`config.mk`:
```
export PLATFORM = sky130hd
export DESIGN_NAME = wb_select_buffer
export DESIGN_NICKNAME = d
export VERILOG_FILES = /design/src/rtl/wb_select_buffer.sv
export SDC_FILE = /design/constraint.sdc
export NUM_CORES = 1
export LEC_CHECK = 0
export ABC_CLOCK_PERIOD_IN_PS = 4600
export CELL_PAD_IN_SITES_DETAIL_PLACEMENT = 1
export CELL_PAD_IN_SITES_GLOBAL_PLACEMENT = 2
export CORE_UTILIZATION = 25
export CTS_CLUSTER_DIAMETER = 30
export CTS_CLUSTER_SIZE = 12
export DETAILED_ROUTE_END_ITERATION = 8
export GPL_TIMING_DRIVEN = 0
export PLACE_DENSITY = 0.94
export SLEW_MARGIN = 20
export SYNTH_ARGS = -nofsm -noshare
export SYNTH_HDL_FRONTEND = slang
export SYNTH_SLANG_ARGS = --single-unit
```
`constraint.sdc`:
```
create_clock -name clk -period 4.6 [get_ports clk]
set_input_delay 0.92 -clock clk [delete_from_list [all_inputs] [get_ports clk]]
set_output_delay 0.92 -clock clk [all_outputs]
set_load 0.01 [all_outputs]
```
`src/rtl/wb_select_buffer.sv`:
```
// Write-back source select feeding a small FIFO toward the register bank,
// with a combinational forwarding lookup over the pending entries.
module wb_select_buffer #(
  parameter int WIDTH   = 32,
  parameter int NUM_SRC = 8,
  parameter int SEL_W   = 3,
  parameter int DEPTH   = 2,
  parameter int ADDR_W  = 5
) (
  input  logic                         clk,
  input  logic                         reset,
  input  logic [SEL_W-1:0]             sel,
  input  logic [NUM_SRC*WIDTH-1:0]     src,
  input  logic [ADDR_W-1:0]            dest,
  input  logic                         in_valid,
  output logic                         in_ready,
  output logic                         out_valid,
  output logic [WIDTH-1:0]             out_data,
  output logic [ADDR_W-1:0]            out_dest,
  input  logic                         out_ready,
  input  logic [ADDR_W-1:0]            lookup_addr,
  output logic                         lookup_hit,
  output logic [WIDTH-1:0]             lookup_data,
  output logic                         sel_err,
  output logic [$clog2(DEPTH+1)-1:0]   count
);

  localparam int PTR_W = (DEPTH > 1) ? $clog2(DEPTH) : 1;
  localparam int CNT_W = $clog2(DEPTH + 1);

  logic [WIDTH-1:0]  data_q [DEPTH];
  logic [ADDR_W-1:0] dest_q [DEPTH];
  logic [PTR_W-1:0]  head_q, head_d;
  logic [PTR_W-1:0]  tail_q, tail_d;
  logic [CNT_W-1:0]  count_q, count_d;
  logic              sel_err_q, sel_err_d;

  logic              sel_ok;
  logic [WIDTH-1:0]  push_data;
  logic              push, pop;
  logic [PTR_W-1:0]  lk_ptr;

  // Pointer wrap without modulo so non-power-of-two depths work.
  function automatic logic [PTR_W-1:0] ptr_inc(input logic [PTR_W-1:0] p);
    return (p == PTR_W'(DEPTH - 1)) ? '0 : p + PTR_W'(1);
  endfunction

  always_comb begin
    sel_ok    = 1'b0;
    push_data = '0;
    for (int unsigned i = 0; i < NUM_SRC; i++) begin
      if (32'(sel) == i) begin
        sel_ok    = 1'b1;
        push_data = src[i*WIDTH +: WIDTH];
      end
    end
  end

  assign in_ready  = (count_q < CNT_W'(DEPTH));
  assign out_valid = (count_q != '0);
  assign push      = in_valid && in_ready;
  assign pop       = out_valid && out_ready;
  assign out_data  = data_q[head_q];
  assign out_dest  = dest_q[head_q];
  assign count     = count_q;
  assign sel_err   = sel_err_q;

  always_comb begin
    head_d    = head_q;
    tail_d    = tail_q;
    count_d   = count_q;
    sel_err_d = sel_err_q;
    if (push) begin
      tail_d = ptr_inc(tail_q);
      if (!sel_ok) sel_err_d = 1'b1;
    end
    if (pop) head_d = ptr_inc(head_q);
    if (push && !pop)      count_d = count_q + CNT_W'(1);
    else if (pop && !push) count_d = count_q - CNT_W'(1);
  end

  always_ff @(posedge clk) begin
    if (reset) begin
      head_q    <= '0;
      tail_q    <= '0;
      count_q   <= '0;
      sel_err_q <= 1'b0;
      for (int unsigned i = 0; i < DEPTH; i++) begin
        data_q[i] <= '0;
        dest_q[i] <= '0;
      end
    end else begin
      head_q    <= head_d;
      tail_q    <= tail_d;
      count_q   <= count_d;
      sel_err_q <= sel_err_d;
      if (push) begin
        data_q[tail_q] <= push_data;
        dest_q[tail_q] <= dest;
      end
    end
  end

  // Walk oldest to newest; a later match overwrites, so the newest wins.
  always_comb begin
    lookup_hit  = 1'b0;
    lookup_data = '0;
    lk_ptr      = head_q;
    for (int unsigned i = 0; i < DEPTH; i++) begin
      if (i < 32'(count_q) && lookup_addr != '0 && dest_q[lk_ptr] == lookup_addr) begin
        lookup_hit  = 1'b1;
        lookup_data = data_q[lk_ptr];
      end
      lk_ptr = ptr_inc(lk_ptr);
    end
  end

endmodule
```
# Yosys cells after proc, flatten, opt, wreduce, memory -nomap -nowiden
# Memory sizes are Yosys's and may differ from the RTL's. A register that Yosys moved wholly into a read port is not among the register bits.
# Cells that the tools add are included.
dict set report classes {
  bitwise 1
  eq_ne 9
  n_reduce_logical 17
  muxes 39
  order_cmp 3
  n_addsub 4
}
# operator n
set ops {}
lappend ops {{32-bit 2-to-1 mux} 11}
lappend ops {{32-bit OR reduction} 1}
lappend ops {{1-bit 2-to-1 mux} 25}
lappend ops {{3-bit equality test (second input constant)} 4}
lappend ops {{5-bit equality test} 2}
lappend ops {{1-bit logical AND} 8}
lappend ops {{3-bit by 2-bit equality test with 1-bit output (second input constant)} 2}
lappend ops {{5-bit 2-to-1 mux} 1}
lappend ops {{5-bit nonzero test} 1}
lappend ops {{5-bit OR reduction} 1}
lappend ops {{1-bit by 2-bit < comparator with 1-bit output (first input constant)} 2}
lappend ops {{2-bit 2-to-1 mux} 2}
lappend ops {{2-bit nonzero test} 2}
lappend ops {{3-bit by 1-bit equality test with 1-bit output (second input constant)} 1}
lappend ops {{3-bit zero test} 1}
lappend ops {{1-bit adder (second input constant)} 2}
lappend ops {{2-bit by 1-bit adder with 2-bit output (second input constant)} 1}
lappend ops {{1-bit zero test} 2}
lappend ops {{2-bit < comparator (second input constant)} 1}
lappend ops {{2-bit AND reduction} 1}
lappend ops {{2-bit by 1-bit subtractor with 2-bit output (second input constant)} 1}
lappend ops {{1-bit inverter} 1}
dict set report word_totals {
  inputBits 273
  word_cells 79
  mem_bits_rw 74
  n_memories 2
  out_inout_bits 75
  reg_bits 5
}
# memory words word_bits read_ports rd_clocked_by_memory_dff write_ports line_no
set mem_list {}
lappend mem_list {data_q 2 32 2 1 2 31} ;# logic [WIDTH-1:0] data_q [DEPTH];
lappend mem_list {dest_q 2 5 2 1 2 32} ;# logic [ADDR_W-1:0] dest_q [DEPTH];

# Depth between registers and ports, before layout
# Gate-level depths: netlist of run 1.
dict set report depth {
  word_depth 11
  depth_mapped 9
  ltp_nobuf 9
}

# Least setup slack after synthesis of run 1
# OpenSTA, ideal clock, no wires.
dict set report synth_path {
  kind {input to output}
  startpoint {input port lookup_addr[0]}
  endpoint {output port lookup_data[10]}
  arrival_ns 2.312
  t_required_ns 3.680
  path_stages 7
  n_path_buf 2
  path_slack_ns 1.368
  cell_sequence {or4_1 -> nor2_1 -> nor2_1 -> nor4b_2 -> buf_4 -> buf_6 -> mux2i_1}
}
dict set report synth_via {
  elab_chain_len 5
  word_cells_on_any_way 9
  cone_classes {2 x eq/ne; 2 x mux; 5 x reduce/logical}
}
# element line_no
set synth_lines {}
lappend synth_lines {{start: declaration} 21} ;# input logic [ADDR_W-1:0] lookup_addr,
lappend synth_lines {{5-bit nonzero test} 110} ;# if (i < 32'(count_q) && lookup_addr != '0 && dest_q[lk_ptr] == lookup_addr) begin
lappend synth_lines {{1-bit logical AND (2 in series)} 110}
lappend synth_lines {{32-bit 2-to-1 mux} 110}
lappend synth_lines {{32-bit 2-to-1 mux (*)} 110}
lappend synth_lines {{end: declaration} 23} ;# output logic [WIDTH-1:0] lookup_data,
# Every way passes the cells marked *; elsewhere a longest branch is shown, timed or not.

# Worst setup path in the final report of run 1
dict set report layout_path {
  startpoint {input port lookup_addr[1]}
  endpoint {output port lookup_data[21]}
}
# The elaborated chain is that of the path after synthesis.

==> impl_results.rst, run 1 <==
.. list-table::
   :header-rows: 1

   * - Metric
     - Value
   * - Clock root buffer master
     - clkbuf_16
   * - Via count of the first global-routing pass
     - 7637
   * - First-pass DRT Iterations
     - 6
   * - End of the worst hold path
     - sel_err
   * - Total congestion overflow
     - 0
   * - Number of standard cells in the final layout excluding fillers
     - 1406
   * - Maximum clock skew at final layout
     - 0.00566 ns
   * - Count of routing violations after the opening detailed-route iteration
     - 327
   * - DRC viols
     - 14
   * - Die outline width
     - 166 um
   * - Post-CTS setup-driven buffer insertion count
     - 0
   * - Effective utilization at floorplan
     - 0.257
   * - Top-Level Pins
     - 348
   * - Reg2reg setup slack
     - 2.31 ns
   * - Max cap viols
     - 0
   * - Worst Tran Pin Value
     - 0.803 ns
   * - Power density of the placed cells
     - 299 nW/um^2
   * - Synth Cell Area
     - 6750 um^2
   * - Final-stage net count
     - 1342
   * - Fmax
     - 223 MHz
   * - Longest Clk Path Bufs
     - 2
   * - Final HPWL DP
     - 25100 um
   * - Number of warnings printed during yosys synthesis
     - 0
   * - Fraction of final layout cells with drive strength greater than 1
     - 0.0831
   * - Startpoint-to-endpoint class of the critical path
     - primary input to output pin
   * - Reg-to-Reg Start
     - count[1]
   * - Leakage power total
     - 4.17 nW
   * - Unrepaired setup endpoints after global routing
     - false
   * - Worst-case vdd ir drop
     - 0.190 mV
   * - Register area
     - 2340 um^2
   * - Relative slew margins
     - 0.464
   * - Multi-input gate area
     - 4060 um^2
   * - Final number of hold-violating endpoints
     - 0
   * - Critical Path Start
     - lookup_addr[1]
   * - Sink count of the clock tree
     - 80
   * - Crit path required time
     - 3.68 ns
   * - Fin Hold WS
     - 0.467 ns
   * - Average detailed-routed wire length per instance
     - 21.6 um
   * - Main area contributors after synthesis
     - edfxtp_1 (33%), mux2i_1 (24%), mux2_2 (5.8%)
   * - Number of port buffers
     - 343
   * - Maximum level of the CTS H-tree
     - 3
   * - Routed wire length
     - 30300 um
   * - Kind of path behind the tightest hold check
     - register to register
   * - Syn Inst Count
     - 709
   * - Largest driver fanout on the critical path
     - 10
   * - Mean number of vias per cell
     - 4.99
   * - Final critical-path share of the clock period
     - 0.975
   * - Register clock-pin slew on the reported worst setup and hold paths
     - 0.06 ns
   * - Path depth of the worst reg2reg path
     - 7
   * - Setup violators final
     - 0
   * - Total clock buffers created by CTS
     - 9
   * - # placed instances
     - 1390
   * - Number of cell rows
     - 59
   * - Status
     - complete, but fails checks
   * - Fin crit period
     - 4.49 ns
   * - Post-Synthesis Net Count
     - 985
   * - Avg Synthesized Cell Area
     - 9.53 um^2
   * - Register bit total from synthesis
     - 80
   * - Area share of the leading cell type in the synthesized netlist
     - 0.329
   * - Number of antenna violations at the first check in global routing
     - 0
   * - Critical Path Sink Type
     - output pin
   * - Area delta synth->final
     - 63.5%
   * - Routability-driven placement congestion ratio
     - 0.843
   * - Yosys cell types
     - 37
   * - TritonCTS clock tree
     - done
   * - End of the worst register-to-register path
     - dest_q[1][4]
   * - Proportion of synthesized chip area in sequential cells
     - 0.347
   * - Die Y
     - 166 um
   * - Core ar.
     - 26300 um^2
   * - Largest net degree at the start of global routing
     - 26
   * - Tot GR Track Use
     - 0.218
   * - Hold_sp
     - sel_err
   * - Most frequent standard cell in the layout excluding fill and tap cells
     - clkdlybuf4s50_1
   * - Fill cell count
     - 3017
   * - Cell accounting for the most synthesized area
     - edfxtp_1
   * - Global-route wire length before repair
     - 45700 um
   * - Die Footprint
     - 27700 um^2
   * - Clock insertion delay at the later pin of the skew report
     - 0.34 ns
   * - Antenna Nets Post-Route
     - 0
   * - Final core utilization
     - 0.420
   * - Overall via count from detail_route
     - 7015
   * - Final Slew Violations
     - 0
   * - Hold Buf Count CTS
     - 0
   * - Failing checks
     - DRC
   * - ANT cells
     - 0
   * - Worst Setup Start Kind
     - primary input
   * - Worst endpoint data arrival time
     - 3.57 ns
   * - Top library cells by usage in the layout, fill and taps aside
     - clkdlybuf4s50_1 (343), mux2i_1 (164), nor2_1 (85), edfxtp_1 (74), nand2_1 (65)
   * - Number of instances on the worst hold path
     - 1
## cell families (layout without fill, tap and decap cells)
group           after synthesis  in the layout  share of synthesized area
buf+inv                      76            438                     0.0548
mux                         202            202                      0.307
simple gates                196            196                      0.124
xor+xnor                     13             13                     0.0180
compound gates              139            139                      0.143
fa+ha+maj                     3              3                    0.00556
flops                        80             80                      0.347
## registers in the layout, indices dropped and copies added (netlist names), named ones only
name	count
count	2
data_q	64
dest_q	10
head_q	1
sel_err	1
tail_q	1
## worst max-delay path, cell delays in order
cell	delay, ns
clkdlybuf4s50_1	0.58
or4_1	0.15
nor2_1	0.05
nor3_2	0.54
buf_2	0.37
nand3_1	0.13
mux2i_2	0.24
clkdlybuf4s50_1	0.58
## layer usage
| metal | vias to the layer above | part of all wire | track usage |
|---|---|---|---|
| li1 | 3332 | - | - |
| met1 | 3411 | 0.42 | 0.267 |
| met2 | 241 | 0.52 | 0.397 |
| met3 | 31 | 0.048 | 0.0341 |
| met4 | 0 | 0.017 | 0.0499 |
| met5 | - | 0 | 0 |
## where the power goes
group,total [W],internal (W),switching [W]
clock,0.000820,0.000531,0.000290
combinational,0.00150,0.000771,0.000728
sequential,0.000983,0.000924,0.0000586
total,0.00330,0.00223,0.00108
## how the worst max path moves through the flow
stage,end,slack (ns),depth (start not counted)
CTS,lookup_data[21],0.11,9
global placement,data_q[0][8],-0.21,3
detailed placement,lookup_data[21],0.12,9
floorplan,lookup_data[10],1.37,7
finish,lookup_data[21],0.11,8
global route,lookup_data[18],0.009,9
## final cells by class
class	instances	area share
buffer	67	0.0305
clock buffer	9	0.0204
clock inverter	7	0.0108
inverter	9	0.00306
multi-input combinational	553	0.368
sequential	80	0.212
tap	335	0.0380
timing repair buffer	346	0.318
## Yosys cell counts (all sizes together)
| cell type | instances |
|---|---|
| nand4 | 1 |
| edfxtp | 74 |
| or3 | 1 |
| o21bai | 1 |
| o211ai | 29 |
| nand2 | 65 |
| xor2 | 12 |
| a22oi | 29 |
| dfxtp | 6 |
| or4 | 1 |
| o2bb2ai | 3 |
| mux2 | 37 |
| nor2 | 85 |
| ha | 3 |
| buf | 30 |
| nor4b | 1 |
| nand2b | 2 |
| clkbuf | 37 |
| nor2b | 3 |
| nor4 | 1 |
| a22o | 29 |
| o21ai | 32 |
| and3 | 1 |
| nand3b | 1 |
| xnor2 | 1 |
| or2 | 1 |
| nor3 | 1 |
| a21o | 1 |
| inv | 9 |
| mux2i | 165 |
| a21oi | 15 |
| nand3 | 32 |
## through the flow
| stage | power, W | cell area, um^2 | worst slack [ns] | TNS [ns] |
|---|---|---|---|---|
| global placement | 0.00244 | 10600 | -0.208 | -7.65 |
| global route | 0.00345 | 11000 | 0.00871 | 0 |
| floorplan | 0.00173 | 6750 | 1.37 | 0 |
| finish | 0.00330 | 11000 | 0.115 | 0 |
| CTS | 0.00333 | 11000 | 0.114 | 0 |
| detailed placement | 0.00250 | 10700 | 0.121 | 0 |
## what timing repair did
action / 4_1_cts / 5_1_grt
resized for setup: 0 / 1
setup endpoints to repair: 0 / 1
hold endpoints to repair: 0 / 0
No activity file was read; power rests on OpenSTA's default activity.
==> run 2, diff against run 1 <==
--- a/config.mk
+++ b/config.mk
@@ -9,6 +9,7 @@
 export CELL_PAD_IN_SITES_DETAIL_PLACEMENT = 1
 export CELL_PAD_IN_SITES_GLOBAL_PLACEMENT = 2
 export CORE_UTILIZATION = 25
+export CTS_BUF_LIST = sky130_fd_sc_hd__clkbuf_2 sky130_fd_sc_hd__clkbuf_4 sky130_fd_sc_hd__clkbuf_8
 export CTS_CLUSTER_DIAMETER = 30
 export CTS_CLUSTER_SIZE = 12
 export DETAILED_ROUTE_END_ITERATION = 8
==> impl_results.rst, run 2 (synthesis results as in run 1) <==
.. list-table::
   :header-rows: 1

   * - Metric
     - Value
   * - Status
     - complete, but fails checks
   * - Failing checks
     - DRC
   * - Maximum level of the CTS H-tree
     - 3
   * - Kind of path behind the tightest hold check
     - register to register
   * - Fin Hold WS
     - 0.471 ns
   * - Routed wire length
     - 30200 um
   * - Top library cells by usage in the layout, fill and taps aside
     - clkdlybuf4s50_1 (343), mux2i_1 (164), nor2_1 (85), edfxtp_1 (74), nand2_1 (65)
   * - Die outline width
     - 166 um
   * - Final number of hold-violating endpoints
     - 0
   * - Cell with the most instances on the worst path
     - clkdlybuf4s50_1
   * - Final Slew Violations
     - 0
   * - Top-Level Pins
     - 348
   * - Worst Tran Pin Value
     - 0.801 ns
   * - Sink count of the clock tree
     - 80
   * - Worst Setup Start Kind
     - primary input
   * - Relative slew margins
     - 0.466
   * - Final-stage net count
     - 1342
   * - Startpoint-to-endpoint class of the critical path
     - primary input to output pin
   * - End of the worst register-to-register path
     - data_q[1][14]
   * - Path depth of the worst reg2reg path
     - 7
   * - Power density of the placed cells
     - 284 nW/um^2
   * - Slowest-stage cell, CP
     - clkdlybuf4s50_1
   * - End of the worst hold path
     - sel_err
   * - Fill cell count
     - 3039
   * - Reg-to-Reg Start
     - count[1]
   * - Largest net degree at the start of global routing
     - 26
   * - Highest Signal Layer
     - met4
   * - Final HPWL DP
     - 25100 um
   * - CP max stage delay
     - 0.58 ns
   * - Series of cell instances along the critical path
     - clkdlybuf4s50_1, or4_1, nor2_1, nor3_2, buf_2, nand3_1, mux2i_2, clkdlybuf4s50_1
   * - Post-route setup slack
     - 0.123 ns
   * - Register clock-pin slew on the reported worst setup and hold paths
     - 0.08 ns
   * - Metal3 WL
     - 1410 um
   * - DRC viols
     - 14
   * - Final critical-path share of the clock period
     - 0.973
   * - Mean number of vias per cell
     - 4.97
   * - Largest register FFs
     - 64
   * - Global-route wire length before repair
     - 45500 um
   * - Antenna Nets Post-Route
     - 0
   * - Number of antenna violations at the first check in global routing
     - 0
   * - Core ar.
     - 26300 um^2
   * - Leakage power total
     - 4.12 nW
   * - Setup violators final
     - 0
   * - Most frequent standard cell in the layout excluding fill and tap cells
     - clkdlybuf4s50_1
   * - Largest driver fanout on the critical path
     - 10
   * - Worst-case vdd ir drop
     - 0.132 mV
   * - Tot GR Track Use
     - 0.217
   * - Fmax
     - 223 MHz
   * - Hold Buf Count CTS
     - 0
   * - Die Y
     - 166 um
   * - Number of port buffers
     - 343
   * - Die Footprint
     - 27700 um^2
   * - Reg2reg setup slack
     - 2.30 ns
   * - Number of instances on the worst hold path
     - 1
   * - Max cap viols
     - 0
   * - Finished layout cell area
     - 10900 um^2
   * - Unrepaired setup endpoints after global routing
     - false
   * - Hold_sp
     - sel_err
   * - Critical Path Sink Type
     - output pin
   * - Worst-case setup slack after placement
     - 0.121 ns
   * - Total clock buffers created by CTS
     - 9
   * - Overall via count from detail_route
     - 6987
   * - Longest Clk Path Bufs
     - 2
   * - Total congestion overflow
     - 0
   * - Fraction of final layout cells with drive strength greater than 1
     - 0.0831
   * - Clock insertion delay at the later pin of the skew report
     - 0.37 ns
   * - First-pass DRT Iterations
     - 6
   * - Wire length on met1
     - 12800 um
   * - Via count of the first global-routing pass
     - 7618
   * - Routability-driven placement congestion ratio
     - 0.843
   * - Placed inst area
     - 10700 um^2
   * - Fin crit period
     - 4.48 ns
   * - Worst endpoint data arrival time
     - 3.56 ns
   * - Post-CTS setup-driven buffer insertion count
     - 0
   * - Met2 routed wirelength
     - 15500 um
   * - Crit path required time
     - 3.68 ns
   * - Maximum clock skew at final layout
     - 0.00966 ns
   * - Top register by number of flip-flops
     - data_q
   * - TritonCTS clock tree
     - done
   * - ANT cells
     - 0
   * - Clock root buffer master
     - clkbuf_8
   * - Number of cell rows
     - 59
   * - Count of routing violations after the opening detailed-route iteration
     - 325
   * - Effective utilization at floorplan
     - 0.257
   * - Area delta synth->final
     - 62.0%
   * - Average detailed-routed wire length per instance
     - 21.5 um
[run 2: changes by cell type in the layout (fill, tap and decap cells not counted)]
cell,change
clkbuf_16,-9
clkbuf_8,+9
[run 2: cell type report]
type	count	area [um^2]	area share
Buffer	67	337	0.0308
Clock buffer	9	124	0.0113
Clock inverter	7	119	0.0109
Inverter	9	33.8	0.00309
Multi-Input combinational cell	553	4060	0.371
Sequential cell	80	2340	0.214
Tap cell	335	419	0.0383
Timing Repair Buffer	346	3510	0.321
[run 2: per-stage QoR]
stage	TNS (ns)	util	total power, W	instances
5_1_grt	0	0.416	0.00326	1406
2_1_floorplan	0	-	0.00173	709
6_report	0	0.416	0.00310	1406
4_1_cts	0	0.416	0.00313	1406
3_5_place_dp	0	0.407	0.00250	1390
3_3_place_gp	-7.65	0.404	0.00244	1387
[run 2: worst max path at each step]
stage                               from         endpoint  cells past startpoint  slack (ns)
after floorplan           lookup_addr[0]  lookup_data[10]                      7        1.37
after global placement          in_valid     data_q[0][8]                      3       -0.21
after detailed placement  lookup_addr[1]  lookup_data[21]                      9        0.12
after CTS                 lookup_addr[1]  lookup_data[21]                      9        0.12
after global routing      lookup_addr[1]  lookup_data[18]                      9        0.01
final                     lookup_addr[1]  lookup_data[21]                      8        0.12
[run 2: layer usage]
| layer | up-vias | GRT usage |
|---|---|---|
| li1 | 3331 | - |
| met1 | 3399 | 0.268 |
| met2 | 230 | 0.395 |
| met3 | 27 | 0.0317 |
| met4 | 0 | 0.0511 |
| met5 | - | 0 |
[run 2: worst max-delay path, delay by kind of cell]
family                 cells  cell delay (ns)
and+or+nand+nor            4             0.86
buffers and inverters      3             1.52
muxes                      1             0.24
[run 2: repair_timing]
action	CTS	global route
hold endpoints to repair	0	0
endpoints found under the setup margin	0	1
resized for setup	0	1
[run 2: power breakdown]
part,internal (W),switching (W),total (W)
clock network,0.000361,0.000265,0.000626
logic,0.000771,0.000725,0.00150
registers,0.000923,0.0000590,0.000982
==> run 3, diff against run 2 <==
--- a/config.mk
+++ b/config.mk
@@ -9,7 +9,7 @@
 export CELL_PAD_IN_SITES_DETAIL_PLACEMENT = 1
 export CELL_PAD_IN_SITES_GLOBAL_PLACEMENT = 2
 export CORE_UTILIZATION = 25
-export CTS_BUF_LIST = sky130_fd_sc_hd__clkbuf_2 sky130_fd_sc_hd__clkbuf_4 sky130_fd_sc_hd__clkbuf_8
+export CTS_BUF_LIST = sky130_fd_sc_hd__clkbuf_8
 export CTS_CLUSTER_DIAMETER = 30
 export CTS_CLUSTER_SIZE = 12
 export DETAILED_ROUTE_END_ITERATION = 8
==> results of run 3 <==
Same layout as run 2: the final DEF is identical, and so are final timing and power.
